<file path="config.mk">
export PLATFORM = sky130hd
export DESIGN_NAME = sid_bus_master
export DESIGN_NICKNAME = d
export VERILOG_FILES = /design/src/rtl/sid_bus_master.sv
export SDC_FILE = /design/constraint.sdc
export NUM_CORES = 1
export LEC_CHECK = 0
export BUFFER_PORTS_ARGS = -buffer_cell sky130_fd_sc_hd__buf_4
export CAP_MARGIN = 20
export CORE_MARGIN = 2
export CORE_UTILIZATION = 30
export DETAILED_ROUTE_END_ITERATION = 12
export GPL_TIMING_DRIVEN = 1
export HOLD_SLACK_MARGIN = 0.03
export PLACE_DENSITY = 0.47
export SYNTH_ARGS = -nofsm -noshare
export SYNTH_HDL_FRONTEND = slang
export SYNTH_SLANG_ARGS = --single-unit
export TNS_END_PERCENT = 1
</file>
<file path="constraint.sdc">
create_clock -name clk -period 4.65 [get_ports clk]
set_input_delay 0.465 -clock clk [delete_from_list [all_inputs] [get_ports clk]]
set_output_delay 0.465 -clock clk [all_outputs]
set_load 0.005 [all_outputs]
</file>
<file path="src/rtl/sid_bus_master.sv">
// SID register-port bus initiator: a command FIFO feeding a bus FSM that issues
// one-cycle write/read accesses and timed waits, returning read data from sid_do.
module sid_bus_master #(
   parameter int FIFO_DEPTH = 8,
   parameter int WAIT_W     = 16
) (
   input  logic                        clk,
   input  logic                        reset,
   input  logic                        cmd_valid,
   output logic                        cmd_ready,
   input  logic [1:0]                  cmd_op,
   input  logic [4:0]                  cmd_addr,
   input  logic [WAIT_W-1:0]           cmd_arg,
   output logic                        rd_valid,
   output logic [7:0]                  rd_data,
   output logic                        busy,
   output logic [$clog2(FIFO_DEPTH):0] level,
   output logic                        sid_cs,
   output logic                        sid_rw,
   output logic [4:0]                  sid_a,
   output logic [7:0]                  sid_di,
   input  logic [7:0]                  sid_do
);

   localparam int PTR_W = $clog2(FIFO_DEPTH);
   localparam int LVL_W = PTR_W + 1;

   typedef enum logic [1:0] {
      OP_WRITE = 2'd0,
      OP_READ  = 2'd1,
      OP_WAIT  = 2'd2,
      OP_NOP   = 2'd3
   } op_e;

   typedef enum logic [1:0] {
      S_IDLE,
      S_WRITE,
      S_READ,
      S_WAIT
   } state_e;

   typedef struct packed {
      op_e               op;
      logic [4:0]        addr;
      logic [WAIT_W-1:0] arg;
   } entry_t;

   entry_t             fifo_mem [FIFO_DEPTH];
   entry_t             head;

   state_e             state_q,    state_d;
   logic [PTR_W-1:0]   wr_ptr_q,   wr_ptr_d;
   logic [PTR_W-1:0]   rd_ptr_q,   rd_ptr_d;
   logic [LVL_W-1:0]   level_q,    level_d;
   logic [WAIT_W-1:0]  wait_cnt_q, wait_cnt_d;
   logic               sid_cs_q,   sid_cs_d;
   logic               sid_rw_q,   sid_rw_d;
   logic [4:0]         sid_a_q,    sid_a_d;
   logic [7:0]         sid_di_q,   sid_di_d;
   logic               rd_valid_q, rd_valid_d;
   logic [7:0]         rd_data_q,  rd_data_d;

   logic               push;
   logic               pop;

   assign cmd_ready = (level_q != LVL_W'(FIFO_DEPTH));
   assign push      = cmd_valid && cmd_ready;
   assign pop       = (state_q == S_IDLE) && (level_q != '0);
   assign head      = fifo_mem[rd_ptr_q];

   // NOTE: every variable assigned here gets a default first, so no path can infer a latch.
   always_comb begin
      state_d    = state_q;
      wr_ptr_d   = wr_ptr_q;
      rd_ptr_d   = rd_ptr_q;
      level_d    = level_q;
      wait_cnt_d = wait_cnt_q;
      sid_cs_d   = sid_cs_q;
      sid_rw_d   = sid_rw_q;
      sid_a_d    = sid_a_q;
      sid_di_d   = sid_di_q;
      rd_valid_d = 1'b0;
      rd_data_d  = rd_data_q;

      if (push) wr_ptr_d = wr_ptr_q + PTR_W'(1);
      if (pop)  rd_ptr_d = rd_ptr_q + PTR_W'(1);

      case ({push, pop})
         2'b10:   level_d = level_q + LVL_W'(1);
         2'b01:   level_d = level_q - LVL_W'(1);
         default: level_d = level_q;
      endcase

      case (state_q)
         S_IDLE: begin
            if (pop) begin
               case (head.op)
                  OP_WRITE: begin
                     state_d  = S_WRITE;
                     sid_a_d  = head.addr;
                     sid_di_d = head.arg[7:0];
                     sid_cs_d = 1'b1;
                     sid_rw_d = 1'b1;
                  end
                  OP_READ: begin
                     state_d  = S_READ;
                     sid_a_d  = head.addr;
                     sid_cs_d = 1'b1;
                     sid_rw_d = 1'b0;
                  end
                  // A zero wait is stretched to one cycle so WAIT is never skipped.
                  OP_WAIT: begin
                     state_d    = S_WAIT;
                     wait_cnt_d = (head.arg == '0) ? '0 : head.arg - WAIT_W'(1);
                  end
                  OP_NOP: begin
                     state_d = S_IDLE;
                  end
               endcase
            end
         end
         S_WRITE: begin
            state_d  = S_IDLE;
            sid_cs_d = 1'b0;
            sid_rw_d = 1'b0;
         end
         S_READ: begin
            state_d    = S_IDLE;
            sid_cs_d   = 1'b0;
            sid_rw_d   = 1'b0;
            rd_data_d  = sid_do;
            rd_valid_d = 1'b1;
         end
         S_WAIT: begin
            if (wait_cnt_q == '0) state_d = S_IDLE;
            else                  wait_cnt_d = wait_cnt_q - WAIT_W'(1);
         end
      endcase
   end

   // NOTE: clocked blocks use only non-blocking assignments so every flop samples pre-edge values.
   always_ff @(posedge clk) begin
      if (reset) begin
         state_q    <= S_IDLE;
         wr_ptr_q   <= '0;
         rd_ptr_q   <= '0;
         level_q    <= '0;
         wait_cnt_q <= '0;
         sid_cs_q   <= 1'b0;
         sid_rw_q   <= 1'b0;
         sid_a_q    <= '0;
         sid_di_q   <= '0;
         rd_valid_q <= 1'b0;
         rd_data_q  <= '0;
      end else begin
         state_q    <= state_d;
         wr_ptr_q   <= wr_ptr_d;
         rd_ptr_q   <= rd_ptr_d;
         level_q    <= level_d;
         wait_cnt_q <= wait_cnt_d;
         sid_cs_q   <= sid_cs_d;
         sid_rw_q   <= sid_rw_d;
         sid_a_q    <= sid_a_d;
         sid_di_q   <= sid_di_d;
         rd_valid_q <= rd_valid_d;
         rd_data_q  <= rd_data_d;
      end
   end

   // NOTE: FIFO storage is not reset; the pointers and level alone decide which entries are live.
   always_ff @(posedge clk) begin
      if (push) fifo_mem[wr_ptr_q] <= entry_t'({cmd_op, cmd_addr, cmd_arg});
   end

   assign busy     = (state_q != S_IDLE) || (level_q != '0);
   assign level    = level_q;
   assign sid_cs   = sid_cs_q;
   assign sid_rw   = sid_rw_q;
   assign sid_a    = sid_a_q;
   assign sid_di   = sid_di_q;
   assign rd_valid = rd_valid_q;
   assign rd_data  = rd_data_q;

endmodule
</file>
Word-level counts from Yosys, hierarchy flattened
Memories as Yosys holds them, arrays and structs flattened. A register that Yosys moved wholly into a read port is not among the register bits.
Index checks and enable logic that the tools add are counted.
{"block": "totals", "in_bits": 34, "mem_bits_rw": 184, "memories": 1, "reg_bits": 52, "wordCells": 74}
{"block": "op_classes", "mux": 21, "reduce_logical": 20, "eq_ne": 15, "n_addsub": 6}
{"memory": "fifo_mem", "words": 8, "word_bits": 23, "read_ports": 1, "rd_clocked_by_memory_dff": 1, "write_ports": 1, "line": "48", "source": "entry_t fifo_mem [FIFO_DEPTH];"}
{"op": "2-to-1 mux 16 bit", "n": 4}
{"op": "zero test 16 bit", "n": 2}
{"op": "one-hot mux 16 bit (2 select lines)", "n": 1}
{"op": "subtractor 16 x 1 -> 16 bit (second input constant)", "n": 2}
{"op": "AND reduction 3 bit", "n": 4}
{"op": "equality test 2 bit (second input constant)", "n": 5}
{"op": "inequality test 2 bit (second input constant)", "n": 4}
{"op": "one-hot mux 2 bit (4 select lines)", "n": 1}
{"op": "one-hot mux 4 bit (2 select lines)", "n": 1}
{"op": "nonzero test 2 bit", "n": 4}
{"op": "adder 3 x 1 -> 3 bit (second input constant)", "n": 2}
{"op": "equality test 2 x 1 -> 1 bit (second input constant)", "n": 3}
{"op": "2-to-1 mux 1 bit", "n": 6}
{"op": "2-to-1 mux 3 bit", "n": 2}
{"op": "one-hot mux 1 bit (2 select lines)", "n": 3}
{"op": "one-hot mux 2 bit (3 select lines)", "n": 1}
{"op": "adder 4 x 1 -> 4 bit (second input constant)", "n": 1}
{"op": "zero test 2 bit", "n": 2}
{"op": "2-to-1 mux 2 bit", "n": 2}
{"op": "inequality test 4 bit (second input constant)", "n": 1}
{"op": "AND reduction 4 bit", "n": 1}
{"op": "nonzero test 4 bit", "n": 1}
{"op": "OR reduction 2 bit", "n": 2}
{"op": "subtractor 4 x 1 -> 4 bit (second input constant)", "n": 1}
{"op": "5 further kinds", "n": 6}

Logic depth before layout (Yosys ltp)
Gate-level depths: netlist of run 1.
{"block": "depth", "depth_word": 5, "mapped_depth": 17, "depth_no_buf": 11}

Least setup slack after synthesis of run 1
Ideal clock, no wire load.
{"block": "synth_path", "path_type": "register -> register", "start": "reg with a tool-made name", "end": "reg wait_cnt_q[12]", "arrival_time_ns": 3.539, "setup_slack_ns": 0.968, "required_ns": 4.508, "path_stages_with_launch": 16, "synth_period_minus_slack_ns": 3.682, "setup_time_ns": 0.142, "n_path_buf": 7, "cell_sequence": "dfxtp_1 > buf_6 > buf_6 > buf_6 > buf_4 > buf_2 > mux4_2 > mux2i_1 > ha_1 > inv_1 > o21ai_0 > o21ai_0 > a21oi_1 > clkbuf_1 > clkbuf_1 > a311oi_1"}
{"element": "end signal: assignment", "line": "160", "source": "wait_cnt_q <= wait_cnt_d;"}
{"element": "end: declaration", "line": "55", "source": "logic [WAIT_W-1:0] wait_cnt_q, wait_cnt_d;"}

==> impl_metrics.tcl, run 1 <==
set metrics [dict create \
    crit_chain "buf_4 -> mux4_2 -> mux2i_1 -> ha_1 -> inv_1 -> o21ai_0 -> o21ai_0 -> a21o_1 -> a21oi_1 -> nor3b_1 -> a2111oi_2" \
    diodes 0 \
    fin_skew_ps 12.3 \
    hpwl_mm 13.9 \
    route.met3.wl_mm 1.05 \
    clockBufferDepth 3 \
    r2r_slack_ps 890 \
    finalSetupTns_ps 0 \
    yosysSeqAreaShare_pct 67.0 \
    yosysUniqueCellTypes 56 \
    powerDensity_nw_per_um2 603 \
    drt_iter0_markers 457 \
    drt-vias-per-instance 4.81 \
    final_common_cell "edfxtp_1" \
    worst_skew_pair.late_latency_ps 530 \
    status "finished, final reports clean" \
    cts_root_buf "clkbuf_16" \
    postCtsSetupBuffers 0 \
    fillerInstances 3082 \
    met2_length_mm 10.7 \
    drt_wl_total_mm 22.4 \
    critical_path_arrival_ps 4160 \
    dieArea_um2 34400 \
    dr.pass1.iters 4 \
    dr_total_vias 5527 \
    final_cell_mix "184 x edfxtp_1, 74 x buf_4, 58 x nor2_1" \
    worst-path-max-fanout 25 \
    relSlewSlack_pct 37.7 \
    crit_type "reg -> reg" \
    ys_warn_count 0 \
    finalHoldViolCount 0 \
    max-cap-violations 0 \
    row_count 66 \
    core_area_um2 32500 \
    critical-path-top-delay-family "compound AO/OA/AOI/OAI gates" \
    pwr-share-seq_pct 38.2 \
    place_ws_ps 892 \
    grt_pass1_vias 5629 \
    ctsResizeCount 0 \
    cpMaxStageDelayCell "dfxtp_2" \
    dieWidth_um 186 \
    period_share_pct 80.9 \
    fin_ws_ps 889 \
    layout-drive-gt1-share_pct 27.5 \
    drv_slew 0 \
    cts.sinks 239 \
    yosys_most_used_dff "edfxtp_1" \
    grt_pass1_wl_mm 33.9 \
    synthSimpleGateAreaFrac_pct 7.21 \
    grtUsageTotal_pct 13.2 \
    rsz0062_at_grt "no" \
    io_buffer_count 63 \
    postRouteAntennaNets 0 \
    overflow 0 \
    post-route-min-period_ps 3760 \
    power_leakage_nw 3.91 \
    wire_per_inst_um 19.5 \
    synth_edf_count 184 \
    cts_tree "built" \
    wirelength_met1_mm 10.2 \
    start_util_pct 30.4 \
    worst-slew-pin-transition_ps 932 \
    layout.nets 737 \
    fp.dieH_um 186 \
    p_int_mw 4.89 \
    area_growth_pct 20.0 \
    syn_nets 663 \
    hold_slack_ps 166 \
    ys_async_sr_fraction_pct 0 \
    clk_pin_slew_ps 70 \
    cts_max_level 1 \
    synthesis.area_um2 9890 \
    peakVddDrop_mv 0.376 \
    hp-class "in -> reg" \
    synthAdderAreaFrac_pct 1.97 \
    highest_layer "met4" \
    hold_buffers 0 \
    cp_common_cell "o21ai_0" \
    synth.avg_cell_area_um2 16.1 \
    cp_data_required_time_ps 5050 \
    worst-path-buf-inv 2 \
    antenna_found_initial 0 \
    crit_path_max_incr_delay_ps 580 \
    grt_max_degree 54 \
    endpoint_kind "flip-flop" \
    share_comb_of_total_power_pct 30.2 \
    io_pins 64 \
    pwr-share-clk_pct 31.6 \
    synthCells 614 \
    synth_compound_gate_area_share_pct 5.27 \
    max_freq_mhz 266 \
    finalSetupViolCount 0 \
    synthMuxAreaShare_pct 14.4 \
    synth_xor_area_share_pct 2.04 \
    synth_top_family_by_area "multiplexers" \
    switching_share_pct 31.7 \
    cts_buffers 26 \
    switching_power_mw 2.27 \
    drc 0 \
    gp_congestion 0.796 \
    ys_ff_latch 239 \
    cp-start-kind "flip-flop" \
]
==> Yosys cell counts (all sizes together), types with 3 or more instances <==
cell | count | share of area (%)
nand3 | 11 | 0.81
nor4 | 7 | 0.59
o21ai | 14 | 0.71
a21oi | 12 | 0.61
a21boi | 3 | 0.23
a311oi | 3 | 0.27
a221oi | 8 | 1.0
xor2 | 9 | 0.80
nor2 | 61 | 2.3
dfxtp | 55 | 11
mux2i | 33 | 3.8
buf | 13 | 0.96
clkbuf | 16 | 0.61
nor3 | 19 | 0.96
inv | 13 | 0.49
a211oi | 17 | 1.3
mux4 | 46 | 10
ha | 14 | 1.8
nand2 | 22 | 0.83
or4 | 3 | 0.23
nand2b | 4 | 0.25
xnor2 | 14 | 1.2
edfxtp | 184 | 56
==> worst reg2reg max path, stage by stage (launching register included) <==
cell and delay [ps]:
dfxtp_2 580, buf_4 540, mux4_2 390, mux2i_1 510, ha_1 270, inv_1 40
o21ai_0 140, o21ai_0 130, a21o_1 370, a21oi_1 300, nor3b_1 290, a2111oi_2 70
==> per-stage QoR <==
step                      area, µm²  std cells  util [%]  power (mW)
after floorplan                9890        614         -        4.28
final                         11900       1150      36.5        7.15
after detailed placement      10900       1102      33.6        4.95
after global placement        10900       1102      33.6        4.92
after CTS                     11900       1150      36.5        7.25
after global routing          11900       1150      36.5        7.57
==> metal layers <==
layer	global-route usage, %	vias to the layer above
li1	-	2540
met1	17.9	2811
met2	22.1	138
met3	2.11	38
met4	3.06	0
met5	0	-
==> registers in the layout, indices dropped and copies added (netlist names), named ones only <==
name,cells
rd_valid,1
rd_data,8
level,4
wait_cnt_q,16
wr_ptr_q,3
state_q,2
rd_ptr_q,3
sid_rw,1
sid_di,8
sid_cs,1
sid_a,5
fifo_mem,184
==> power by group through the flow <==
stage | clock network, mW | registers (mW) | logic [mW]
5_1_grt | 2.41 | 2.77 | 2.40
6_report | 2.26 | 2.73 | 2.16
2_1_floorplan | 0 | 2.70 | 1.58
3_5_place_dp | 0 | 2.78 | 2.17
3_3_place_gp | 0 | 2.77 | 2.15
4_1_cts | 2.33 | 2.74 | 2.18
==> cell type report <==
| cell class | count | area, µm² | share of cell area, % |
|---|---|---|---|
| Clock inverter | 21 | 298 | 2.51 |
| Sequential cell | 239 | 6630 | 55.9 |
| Multi-Input combinational cell | 332 | 3110 | 26.2 |
| Clock buffer | 27 | 654 | 5.51 |
| Timing Repair Buffer | 75 | 576 | 4.85 |
| Inverter | 14 | 52.6 | 0.443 |
| Tap cell | 442 | 553 | 4.66 |
==> worst paths after layout <==
path,from,endpoint,cells past startpoint
worst min register to register,state_q[0],state_q[0],2
worst max register to register,flip-flop,wait_cnt_q[14],11
worst min-delay path,cmd_arg[14],fifo_mem[2][14],1
worst max-delay path,flip-flop,wait_cnt_q[14],11
==> cell families after synthesis <==
kind of cell / count (synthesis)
flip-flops: 239
AO/OA/AOI/OAI: 70
AND/OR/NAND/NOR: 144
XOR/XNOR: 23
multiplexers: 80
adder cells (fa/ha/maj): 15
buffers and inverters: 43
Note: power is estimated with default switching activity, not from simulation.
==> run 2: changes to the inputs <==
--- a/config.mk
+++ b/config.mk
@@ -5,6 +5,7 @@
 export SDC_FILE = /design/constraint.sdc
 export NUM_CORES = 1
 export LEC_CHECK = 0
+export ABC_AREA = 1
 export BUFFER_PORTS_ARGS = -buffer_cell sky130_fd_sc_hd__buf_4
 export CAP_MARGIN = 20
 export CORE_MARGIN = 2
@@ -12,7 +13,7 @@
 export DETAILED_ROUTE_END_ITERATION = 12
 export GPL_TIMING_DRIVEN = 1
 export HOLD_SLACK_MARGIN = 0.03
-export PLACE_DENSITY = 0.47
+export PLACE_DENSITY = 0.49
 export SYNTH_ARGS = -nofsm -noshare
 export SYNTH_HDL_FRONTEND = slang
 export SYNTH_SLANG_ARGS = --single-unit
==> constraint.sdc (replaced) <==
create_clock -name clk -period 3.21 [get_ports clk]
set_input_delay 0.321 -clock clk [delete_from_list [all_inputs] [get_ports clk]]
set_output_delay 0.321 -clock clk [all_outputs]
set_load 0.005 [all_outputs]
==> run 2 against run 1 <==
  * Power rose by 53%
  * Highest routed layer unchanged
  * Final area is 7.1% higher
  * Clock power is 34% higher
  * Critical endpoint is now wait_cnt_q[10]
  * Global-route usage rose by 1.6 points
  * Synthesized cell count rose by 77%
  * Sequential share of layout area is 3.7 points lower
  * Combinational power grew 82%
  * First-iteration DRC count increased by 30%
  * Critical path depth increased by 4
  * Wire length rose by 21%
  * Via count grew 39%
==> impl_metrics.tcl, run 2 <==
set metrics [dict create \
    status "finished, final reports clean" \
    fin_skew_ps 22.1 \
    yosysUniqueCellTypes 41 \
    gp_congestion 0.781 \
    cts_root_buf "clkbuf_16" \
    dr_total_vias 7658 \
    finalPower_mw 10.9 \
    grt_max_degree 56 \
    rsz0062_at_grt "no" \
    ctsResizeCount 0 \
    dieArea_um2 37000 \
    grt_pass1_vias 7331 \
    hpwl_mm 16.7 \
    ys_top_cells_by_count "230 x nand2_1, 184 x edfxtp_1, 150 x nor2_1, 107 x inv_1, 84 x o21ai_0" \
    peakVddDrop_mv 0.419 \
    worst-slew-pin-transition_ps 965 \
    postCtsSetupBuffers 0 \
    fin_ws_ps 460 \
    cts.sinks 239 \
    top_regs "fifo_mem: 184 flops, wait_cnt_q: 16 flops" \
    period_share_pct 85.7 \
    drc 0 \
    finalSetupViolCount 0 \
    cp_data_required_time_ps 3670 \
    drt-vias-per-instance 4.63 \
    synthesis.area_um2 10600 \
    powerDensity_nw_per_um2 860 \
    relSlewSlack_pct 35.4 \
    cts_tree "built" \
    synth_area_leaders "edfxtp_1 52%, dfxtp_1 10%, nand2_1 8.1%" \
    post-route-min-period_ps 2750 \
    drt_iter0_markers 593 \
    dr.pass1.iters 5 \
    drt_wl_total_mm 27.1 \
    ys_async_sr_fraction_pct 0 \
    max_freq_mhz 364 \
    io_pins 64 \
    overflow 0 \
    hold_slack_ps 43.7 \
    postRouteAntennaNets 0 \
    regMostFlops "fifo_mem" \
    crit_type "reg -> reg" \
    final_common_cell "nand2_1" \
    grt_use_met1_pct 19.5 \
    ys_ff_latch 239 \
    row_count 68 \
    synth_edf_count 184 \
    netlist.area_leader.share_pct 51.9 \
    grtUsageMet3_pct 1.85 \
    worst_skew_pair.late_latency_ps 540 \
    grtUsageTotal_pct 14.8 \
    grt_pass1_wl_mm 42.0 \
    synth.avg_cell_area_um2 9.80 \
    yosys.area.top_type "edfxtp_1" \
    cp-start-kind "flip-flop" \
    syn_nets 1135 \
    max-cap-violations 0 \
    cts_buffers 26 \
    largest_reg_flops 184 \
    layout-drive-gt1-share_pct 14.3 \
    core_area_um2 34700 \
    area_growth_pct 19.4 \
    fp.dieH_um 192 \
    clockBufferDepth 3 \
    clk_pin_slew_ps 60 \
    grt-busiest-layer "met2" \
    worst-path-max-fanout 33 \
    endpoint_kind "flip-flop" \
    antenna_found_initial 0 \
    power_leakage_nw 5.09 \
    place_ws_ps 447 \
    diodes 0 \
    layout.nets 1229 \
    dieWidth_um 192 \
    wire_per_inst_um 16.4 \
    finalHoldViolCount 0 \
    final_cell_mix "230 x nand2_1, 184 x edfxtp_1, 142 x nor2_1" \
    cts_max_level 1 \
    drv_slew 0 \
    io_buffer_count 63 \
    hp-class "in -> reg" \
    synthCells 1086 \
    start_util_pct 30.7 \
    use_met2_pct 25.4 \
    ys_warn_count 0 \
    synth.most_common_cell "nand2_1" \
    finalSetupTns_ps 0 \
    yosys_most_used_dff "edfxtp_1" \
    critical_path_arrival_ps 3210 \
    yosysSeqAreaShare_pct 62.3 \
]
-- run 2: cell count changes in the layout (fill, tap and decap cells not counted), sizes merged, moves of 10 or more --
cell / before / now
nand2: 22 / 237
inv: 13 / 114
nor2: 61 / 158
o21ai: 14 / 98
nand3: 11 / 79
mux4: 46 / 0
a21oi: 12 / 55
mux2i: 33 / 0
dlygate4sd3: 0 / 24
nor3: 19 / 1
a211oi: 17 / 2
buf: 75 / 87
o22ai: 0 / 10
xnor2: 14 / 4
-- run 2: cell families (layout without fill, tap and decap cells) --
logic type | Yosys count | count (layout) | share of synthesized area, %
simple gates | 483 | 483 | 19.2
buf+inv | 161 | 274 | 6.89
fa+ha+maj | 15 | 15 | 1.83
xor+xnor | 6 | 6 | 0.494
compound gates | 182 | 182 | 9.33
flops | 239 | 239 | 62.3
-- run 2: what timing repair did --
| item | 4_1_cts | 5_1_grt |
|---|---|---|
| endpoints found under the hold margin | 136 | 0 |
| endpoints found under the setup margin | 0 | 0 |
| hold buffers | 24 | 0 |
-- run 2: cell type report --
class / count / area, µm²
Fill cell: 3492 / 22000
Sequential cell: 239 / 6630
Multi-Input combinational cell: 686 / 3300
Timing Repair Buffer: 111 / 906
Clock buffer: 27 / 654
Tap cell: 455 / 569
Inverter: 116 / 438
Clock inverter: 20 / 209
-- run 2: critical path, cell delays in order (launching register included) --
cell and delay, ps:
dfxtp_4 380, inv_4 240, buf_4 410, nand2_1 90, nand2_1 70, nand2_1 40, nand3_1 110, nand2_2 90
ha_1 240, nand2_1 120, nor2_4 60, nand3_4 100, nor2_4 50, nor2_4 310, o21ai_0 180, a21oi_1 150
-- run 2: power breakdown --
group	leakage (nW)	total, mW	switching [mW]	internal [mW]
clock	0.420	3.02	1.22	1.80
combinational	2.55	3.94	2.62	1.33
sequential	2.12	3.97	0.245	3.73
-- run 2: through the flow --
stage,util [%],std cells,cell area [µm²]
after global routing,36.6,1654,12700
after global placement,33.4,1583,11600
after CTS,36.6,1654,12700
after detailed placement,33.4,1583,11600
after floorplan,-,1086,10600
final,36.6,1654,12700
-- run 2: routing by layer --
metal / share of wire, % / wire length [µm]
met2: 48 / 13100
met4: 2.1 / 564
met3: 4.0 / 1070
met5: 0 / 0
met1: 45 / 12300
-- run 2: final timing paths --
kind / startpoint / endpoint / cells after the start / slack (ps)
min reg2reg: sid_a[4] / sid_a[4] / 2 / 470
max reg2reg: flip-flop / wait_cnt_q[10] / 15 / 460
min: cmd_arg[3] / fifo_mem[0][3] / 1 / 40
max: flip-flop / wait_cnt_q[10] / 15 / 460
==> run 3: changes to the inputs <==
--- a/config.mk
+++ b/config.mk
@@ -8,12 +8,10 @@
 export ABC_AREA = 1
 export BUFFER_PORTS_ARGS = -buffer_cell sky130_fd_sc_hd__buf_4
 export CAP_MARGIN = 20
-export CORE_MARGIN = 2
-export CORE_UTILIZATION = 30
+export CORE_UTILIZATION = 55
 export DETAILED_ROUTE_END_ITERATION = 12
-export GPL_TIMING_DRIVEN = 1
 export HOLD_SLACK_MARGIN = 0.03
-export PLACE_DENSITY = 0.49
+export PLACE_DENSITY = 0.78
 export SYNTH_ARGS = -nofsm -noshare
 export SYNTH_HDL_FRONTEND = slang
 export SYNTH_SLANG_ARGS = --single-unit
==> run 3 against run 2 <==
  * Power fell by 2.5%
  * Die area down 46%
  * Count of clock-buffer cells in the layout grew 4
  * Via count rose by 2.2%
  * Flip-flop and latch count is the same
  * Worst hold slack lost 2.2 ps
  * Maximum frequency fell by 4.6%
  * Critical path depth unchanged
  * Combinational power is essentially flat
==> impl_metrics.tcl, run 3 (synthesis results as in run 2) <==
set metrics [dict create \
    grt_max_degree 41 \
    wire_per_inst_um 16.4 \
    cts_root_buf "clkbuf_16" \
    worst_skew_pair.late_latency_ps 520 \
    grt_pass1_vias 7413 \
    top_regs "fifo_mem: 184 flops, wait_cnt_q: 16 flops" \
    drv_slew 0 \
    grtUsageTotal_pct 24.5 \
    powerDensity_nw_per_um2 865 \
    pwr-share-clk_pct 25.9 \
    crit_path_max_incr_delay_ps 470 \
    drt_iter0_markers 625 \
    postRouteAntennaNets 0 \
    share_comb_of_total_power_pct 37.0 \
    hpwl_mm 14.4 \
    drt-vias-per-instance 5.39 \
    hp-class "in -> reg" \
    layout.nets 1223 \
    dr.pass1.iters 5 \
    drc 0 \
    clockBufferDepth 3 \
    finalSetupTns_ps 0 \
    crit_path_end "wait_cnt_q[10]" \
    worst-slew-pin-transition_ps 592 \
    p_int_mw 6.70 \
    grt_pass1_wl_mm 37.9 \
    io_buffer_count 63 \
    finalHoldViolCount 0 \
    pwr-share-seq_pct 37.1 \
    dieWidth_um 141 \
    regMostFlops "fifo_mem" \
    critical_path_arrival_ps 3340 \
    io_pins 64 \
    cpMaxStageDelayCell "dfxtp_2" \
    peakVddDrop_mv 0.475 \
    status "finished, final reports clean" \
    crit_chain "buf_4 -> buf_4 -> nand2_1 -> nand2_1 -> nand2_1 -> nand3_1 -> nand2_2 -> ha_1 -> nand2_1 -> nor2_4 -> nand3_4 -> nor2_4 -> nor2_4 -> o21ai_0 -> a21oi_1" \
    finalSetupViolCount 0 \
    r2r_slack_ps 330 \
    final_common_cell "nand2_1" \
    cts.sinks 239 \
    cts_buffers 25 \
    switching_share_pct 37.2 \
    drt_wl_total_mm 23.8 \
    core_area_um2 18800 \
    cp-start-kind "flip-flop" \
    relSlewSlack_pct 60.5 \
    final_cell_mix "230 x nand2_1, 184 x edfxtp_1, 142 x nor2_1" \
    area_growth_pct 15.8 \
    max-cap-violations 0 \
    gp_congestion 0.918 \
    cp_data_required_time_ps 3660 \
    post-route-min-period_ps 2880 \
    fin_skew_ps 12.8 \
    layout-drive-gt1-share_pct 14.2 \
    cts_max_level 1 \
    overflow 0 \
    worst-path-max-fanout 40 \
    dr_total_vias 7826 \
    antenna_found_initial 0 \
    largest_reg_flops 184 \
    power_leakage_nw 5.04 \
    endpoint_kind "flip-flop" \
    fp.dieH_um 141 \
    ctsResizeCount 0 \
    hold_buffers 18 \
    clk_pin_slew_ps 60 \
    rsz0062_at_grt "no" \
    cp_common_cell "nand2_1" \
    worstRegToRegCells 15 \
    reg2reg_to "wait_cnt_q[10]" \
    max_freq_mhz 347 \
    finalPower_mw 10.7 \
    row_count 50 \
    period_share_pct 89.8 \
    switching_power_mw 3.96 \
    postCtsSetupBuffers 0 \
    diodes 0 \
    cts_tree "built" \
    start_util_pct 56.5 \
    crit_type "reg -> reg" \
    dieArea_um2 19900 \
]
[run 3: worst min-delay path by stage]
stage                            from  depth (start not counted)               to
after global routing      cmd_arg[10]                          1  fifo_mem[7][10]
after floorplan                 reset                          1       state_q[0]
after CTS                   cmd_op[0]                          1  fifo_mem[0][21]
final                       sid_do[5]                          3       rd_data[5]
after global placement       sid_a[2]                          2         sid_a[2]
after detailed placement     sid_a[2]                          2         sid_a[2]
[run 3: power groups by stage]
stage	Clock [mW]	Combinational, mW	Sequential, mW
2_1_floorplan	0	2.86	3.95
3_3_place_gp	0	3.76	4.01
3_5_place_dp	0	3.84	4.01
4_1_cts	2.81	3.89	3.96
5_1_grt	2.93	4.44	4.00
6_report	2.76	3.95	3.96
[run 3: worst max-delay path, delay by kind of cell, from the launching register on]
family	cells	cell delay [ps]
compound gates	2	290
fa+ha+maj	1	250
buf+inv	2	650
simple gates	10	1150
flops	1	470
[run 3: cell type report]
type                            count  area (µm²)
Sequential cell                   239        6630
Fill cell                        1375        6500
Multi-Input combinational cell    686        3300
Timing Repair Buffer              106         841
Clock buffer                       31         668
Inverter                          116         438
Tap cell                          260         325
Clock inverter                     15         123
[run 3: metal layers]
| metal | track usage (%) | vias up | share of wire, % | routed length [µm] |
|---|---|---|---|---|
| met5 | 0 | - | 0 | 0 |
| met4 | 8.81 | 0 | 2.2 | 524 |
| met3 | 3.67 | 50 | 6.4 | 1520 |
| met2 | 41.1 | 280 | 49 | 11600 |
| met1 | 32.4 | 3683 | 43 | 10100 |
| li1 | - | 3813 | - | - |
[run 3: per-stage QoR]
| step | setup WS, ps | utilization, % | hold slack [ps] | instance area (µm²) | cells |
|---|---|---|---|---|---|
| 4_1_cts | 358 | 65.4 | 31.9 | 12300 | 1452 |
| 5_1_grt | 66.8 | 65.5 | 36.8 | 12300 | 1453 |
| 3_5_place_dp | 378 | 60.3 | 461 | 11300 | 1388 |
| 3_3_place_gp | 513 | 60.3 | 461 | 11300 | 1388 |
| 2_1_floorplan | 619 | - | 399 | 10600 | 1086 |
| 6_report | 327 | 65.5 | 41.5 | 12300 | 1453 |
